**src/rtl/multisim_push_arbiter.sv**
```systemverilog
// Round-robin push arbiter: NUM_REQ requesters share one registered output
// channel, and a multi-beat burst keeps its grant until the beat marked last.
module multisim_push_arbiter #(
   parameter  int NUM_REQ    = 4,
   parameter  int DATA_WIDTH = 64,
   localparam int ID_WIDTH   = $clog2(NUM_REQ)
) (
   input  logic                          clk,
   input  logic                          rst,
   input  logic [NUM_REQ-1:0]            req_vld,
   input  logic [NUM_REQ-1:0]            req_last,
   input  logic [NUM_REQ*DATA_WIDTH-1:0] req_data,
   output logic [NUM_REQ-1:0]            req_rdy,
   input  logic                          out_rdy,
   output logic                          out_vld,
   output logic [DATA_WIDTH-1:0]         out_data,
   output logic [ID_WIDTH-1:0]           out_id,
   output logic                          out_last
);

   localparam int SUM_W = ID_WIDTH + 1;
   localparam logic [ID_WIDTH-1:0] LAST_ID = ID_WIDTH'(NUM_REQ - 1);

   typedef enum logic {
      ST_IDLE,
      ST_LOCKED
   } state_e;

   state_e                  state_q,    state_d;
   logic [ID_WIDTH-1:0]     rr_ptr_q,   rr_ptr_d;
   logic [ID_WIDTH-1:0]     lock_id_q,  lock_id_d;
   logic                    out_vld_q,  out_vld_d;
   logic [DATA_WIDTH-1:0]   out_data_q, out_data_d;
   logic [ID_WIDTH-1:0]     out_id_q,   out_id_d;
   logic                    out_last_q, out_last_d;

   logic                    slot_free;
   logic                    win_found;
   logic [ID_WIDTH-1:0]     win_id;
   logic [SUM_W-1:0]        cand_sum;
   logic                    accept;
   logic [ID_WIDTH-1:0]     gnt_id;
   logic [NUM_REQ-1:0]      rdy;
   logic [DATA_WIDTH-1:0]   gnt_data;
   logic                    gnt_last;

   // The output register can take a beat when empty or when it drains this cycle.
   assign slot_free = !out_vld_q || out_rdy;

   // Round-robin search: first asserted req_vld at or after rr_ptr, wrapping.
   always_comb begin
      // NOTE: every variable gets a default before any branch, so no path
      // leaves a value unassigned and no latch is inferred.
      win_found = 1'b0;
      win_id    = '0;
      cand_sum  = '0;
      for (int k = 0; k < NUM_REQ; k++) begin
         cand_sum = {1'b0, rr_ptr_q} + SUM_W'(k);
         if (cand_sum >= SUM_W'(NUM_REQ)) begin
            cand_sum = cand_sum - SUM_W'(NUM_REQ);
         end
         if (!win_found && req_vld[cand_sum[ID_WIDTH-1:0]]) begin
            win_found = 1'b1;
            win_id    = cand_sum[ID_WIDTH-1:0];
         end
      end
   end

   // Grant: a locked owner keeps req_rdy even while its req_vld is low.
   always_comb begin
      rdy    = '0;
      accept = 1'b0;
      gnt_id = win_id;
      if (!rst && slot_free) begin
         if (state_q == ST_LOCKED) begin
            gnt_id         = lock_id_q;
            rdy[lock_id_q] = 1'b1;
            accept         = req_vld[lock_id_q];
         end else if (win_found) begin
            rdy[win_id] = 1'b1;
            accept      = 1'b1;
         end
      end
   end

   assign req_rdy = rdy;

   always_comb begin
      gnt_data = '0;
      gnt_last = 1'b0;
      for (int i = 0; i < NUM_REQ; i++) begin
         if (ID_WIDTH'(i) == gnt_id) begin
            gnt_data = req_data[i*DATA_WIDTH +: DATA_WIDTH];
            gnt_last = req_last[i];
         end
      end
   end

   always_comb begin
      state_d    = state_q;
      rr_ptr_d   = rr_ptr_q;
      lock_id_d  = lock_id_q;
      out_vld_d  = out_vld_q;
      out_data_d = out_data_q;
      out_id_d   = out_id_q;
      out_last_d = out_last_q;

      if (accept) begin
         out_vld_d  = 1'b1;
         out_data_d = gnt_data;
         out_id_d   = gnt_id;
         out_last_d = gnt_last;
         if (gnt_last) begin
            state_d  = ST_IDLE;
            rr_ptr_d = (gnt_id == LAST_ID) ? '0 : gnt_id + ID_WIDTH'(1);
         end else begin
            state_d   = ST_LOCKED;
            lock_id_d = gnt_id;
         end
      end else if (out_vld_q && out_rdy) begin
         out_vld_d = 1'b0;
      end
   end

   always_ff @(posedge clk) begin
      // NOTE: state registers use non-blocking assignments so every flop
      // samples the pre-edge values regardless of statement order.
      if (rst) begin
         state_q    <= ST_IDLE;
         rr_ptr_q   <= '0;
         lock_id_q  <= '0;
         out_vld_q  <= 1'b0;
         out_data_q <= '0;
         out_id_q   <= '0;
         out_last_q <= 1'b0;
      end else begin
         state_q    <= state_d;
         rr_ptr_q   <= rr_ptr_d;
         lock_id_q  <= lock_id_d;
         out_vld_q  <= out_vld_d;
         out_data_q <= out_data_d;
         out_id_q   <= out_id_d;
         out_last_q <= out_last_d;
      end
   end

   assign out_vld  = out_vld_q;
   assign out_data = out_data_q;
   assign out_id   = out_id_q;
   assign out_last = out_last_q;

endmodule

```
**config.mk**
```make
export PLATFORM = sky130hd
export DESIGN_NAME = multisim_push_arbiter
export DESIGN_NICKNAME = d
export VERILOG_FILES = /design/src/rtl/multisim_push_arbiter.sv
export SDC_FILE = /design/constraint.sdc
export NUM_CORES = 1
export LEC_CHECK = 0
export ABC_AREA = 1
export CORE_AREA = 2 2 131 133
export CTS_CLUSTER_SIZE = 25
export DETAILED_ROUTE_END_ITERATION = 12
export DIE_AREA = 0 0 133 135
export GPL_ROUTABILITY_DRIVEN = 0
export PLACE_DENSITY = 0.76
export SLEW_MARGIN = 20
export SYNTH_ARGS = -nofsm -noshare
export SYNTH_HDL_FRONTEND = slang
export SYNTH_SLANG_ARGS = --single-unit
```
**constraint.sdc**
```tcl
create_clock -name clk -period 2.95 [get_ports clk]
set_input_delay 0.59 -clock clk [delete_from_list [all_inputs] [get_ports clk]]
set_output_delay 0.59 -clock clk [all_outputs]
set_load 0.01 [all_outputs]
```
==> results_dict.tcl <==
set metrics [dict create \
    portBuffers 338 \
    yosysTopAreaCell "dfxtp_1" \
    cts_tree "built" \
    final-setup-viol-count 0 \
    synth_fa_ha_area_share_pct 1.03 \
    hp-class "reg -> reg" \
    grt_pass1_wl_um 32900 \
    maxSlewHeadroom_pct 57.8 \
    rows 47 \
    slew_viol_final 0 \
    synth_area_leaders "dfxtp_1, o21ai_0, a21oi_1, nand2_1, nand3_1" \
    holdPathEnd "out_last$_SDFFE_PP0P_" \
    r2r-start "rr_ptr_q[1]$_SDFFE_PP0P_" \
    grt_overflow 0 \
    cts.sinks 73 \
    yosysSeqAreaShare_pct 30.0 \
    irDropWorstVdd_mv 0.683 \
    ant_nets 0 \
    r2r_slack_ns 0.17 \
    tightest_slew_ns 0.633 \
    die-area_mm2 0.0180 \
    ctsHtreeMaxLevel 3 \
    holdPathStages 2 \
    root_buffer "clkbuf_16" \
    clk_path_buf_depth 2 \
    drt_wl_total_um 23100 \
    end_kind "flop" \
    clk_latency_ns 0.33 \
    synth_top_family_by_area "compound AO/OA/AOI/OAI gates" \
    synth_cells 792 \
    ys_warn_count 0 \
    placed_cell_area_mm2 0.00883 \
    stdcell_area_mm2 0.00964 \
    drv_cap 0 \
    avgSynthCellArea_um2 6.15 \
    drtIter0Drc 292 \
    reg2reg_depth 20 \
    drive_above_1_share_pct 13.6 \
    hpwlAfterDp_um 16300 \
    crit_type "reg -> reg" \
    cp_data_required_time_ns 3.21 \
    cts_inserted_buffers 9 \
    syn_to_final_growth_pct 98.0 \
    ys_ff_latch 73 \
    p_leak_nw 4.11 \
    coreArea_mm2 0.0164 \
    power_density_mw_per_mm2 1380 \
    cp_max_fo 6 \
    status "complete, no violations" \
    start_util_pct 29.7 \
    synth.cell_area_mm2 0.00487 \
    ys_types 26 \
    antenna_found_initial 0 \
    grt_max_degree 69 \
    yosys.area_share.simple_pct 24.9 \
    layout_common_cells "clkdlybuf4s50_1, o21ai_0, nand2_1" \
    yosysTopAreaCellShare_pct 30.0 \
    cp-start-kind "flop" \
    first_pass_iters 5 \
    num_vias 6904 \
    synthMuxAreaShare_pct 0 \
    die_w_um 133 \
    min_from "out_last$_SDFFE_PP0P_" \
    grt_usage_pct 22.9 \
    r2r_end "rr_ptr_q[0]$_SDFFE_PP0P_" \
    cp.arrival_ns 3.04 \
    synth_nets 1063 \
    period_needed_ns 2.78 \
    nets 1419 \
    die_h_um 135 \
    hold_violations 0 \
    grt_pass1_vias 6517 \
    synth-compound-area-share_pct 35.5 \
    ios 339 \
    drc_errors 0 \
    vias_per_cell 5.03 \
    path_clk_slew_ns 0.06 \
    finalClockSkew_ns 0.00637 \
    avgRoutedWirePerCell_um 16.8 \
    period_share_pct 94.2 \
    final_common_cell "clkdlybuf4s50_1" \
    fin_setup_tns_ns 0 \
    fmax_mhz 360 \
    synthXorXnorAreaFrac_pct 0 \
    postLayoutCoreUtil_pct 58.8 \
    diodes 0 \
]
-- cell type report --
class	count	area [um^2]
timing repair buffer	417	4330
tap	220	275
sequential	73	1460
clock inverter	4	51.3
inverter	22	97.6
fill	1465	6760
multi-input combinational	625	3170
clock buffer	12	256
-- critical path: stages, from the launching register on --
cell and delay (ns):
dfxtp_1 0.46, inv_2 0.12, nand2_1 0.10, nand2_2 0.10
nand2_2 0.10, nand2_4 0.08, nor2_8 0.10, nand4_1 0.14
nand3_2 0.12, a21boi_2 0.08, buf_6 0.13, ha_4 0.17
buf_4 0.16, a21oi_1 0.19, nand2_1 0.10, nand3_2 0.08
nand2_2 0.07, buf_4 0.15, nand2_2 0.07, nand2_1 0.05
a21oi_1 0.13
-- cell families (layout without fill, tap and decap cells) --
kind of cell,Yosys count,after routing
AO/OA/AOI/OAI,344,344
AND/OR/NAND/NOR,277,277
buffers and inverters,94,455
flip-flops,73,73
adder cells (fa/ha/maj),4,4
-- synthesized netlist by cell type --
library cell / n
a21boi_1: 1
a21oi_1: 138
a22oi_1: 1
a31oi_1: 1
buf_1: 10
buf_2: 5
buf_6: 7
clkbuf_1: 50
dfxtp_1: 73
ha_1: 4
inv_1: 18
inv_2: 3
inv_4: 1
nand2_1: 175
nand2_2: 6
nand2_4: 2
nand3_1: 78
nand3_2: 2
nand4_1: 3
nand4_2: 1
nor2_1: 8
nor2_8: 1
o21a_1: 1
o21ai_0: 196
o21ai_1: 6
or2_2: 1
-- how the worst max path moves through the flow --
stage,start,endpoint,slack (ns)
detailed placement,req_vld[1],out_data[44]$_SDFFE_PP0P_,-0.39
global placement,req_vld[1],out_data[44]$_SDFFE_PP0P_,-0.34
CTS,req_vld[1],req_rdy[2],0.001
floorplan,req_vld[3],out_data[29]$_SDFFE_PP0P_,0.11
global route,rr_ptr_q[1]$_SDFFE_PP0P_,out_data[49]$_SDFFE_PP0P_,-0.001
finish,rr_ptr_q[1]$_SDFFE_PP0P_,rr_ptr_q[0]$_SDFFE_PP0P_,0.17
-- layer usage --
| metal | share of wire [%] | wire, um | vias up | GRT usage [%] |
|---|---|---|---|---|
| met2 | 49 | 11200 | 290 | 39.1 |
| met5 | 0 | 0 | - | 0 |
| met3 | 8.2 | 1900 | 52 | 6.64 |
| li1 | - | - | 3463 | - |
| met1 | 40 | 9280 | 3099 | 27.4 |
| met4 | 2.8 | 654 | 0 | 8.36 |
-- power breakdown --
group | switching (mW) | internal, mW
Sequential | 0.215 | 1.37
Combinational | 5.70 | 4.91
Clock | 0.432 | 0.701
Total | 6.34 | 6.98
-- timing repair --
action	in CTS	in global routing
pin swaps	0	19
hold buffers	0	0
gates cloned	0	8
setup endpoints to repair	12	74
gates resized for setup	10	89
setup buffers	0	10
-- through the flow --
stage	hold slack (ns)	power (mW)	std cells	setup slack (ns)
final	0.496	13.3	1373	0.171
after global routing	0.525	14.6	1373	-0.00147
after CTS	0.492	11.8	1355	0.00131
after detailed placement	0.484	10.5	1339	-0.386
after global placement	0.478	10.4	1339	-0.337
after floorplan	0.482	6.94	792	0.109
-- registers in the layout, summed over array words and instances, names as in the netlist --
name and count:
out_vld 1, out_data 64, state_q 1, out_last 1, out_id 2, lock_id_q 2, rr_ptr_q 2
No activity file was read; power rests on OpenSTA's default activity.
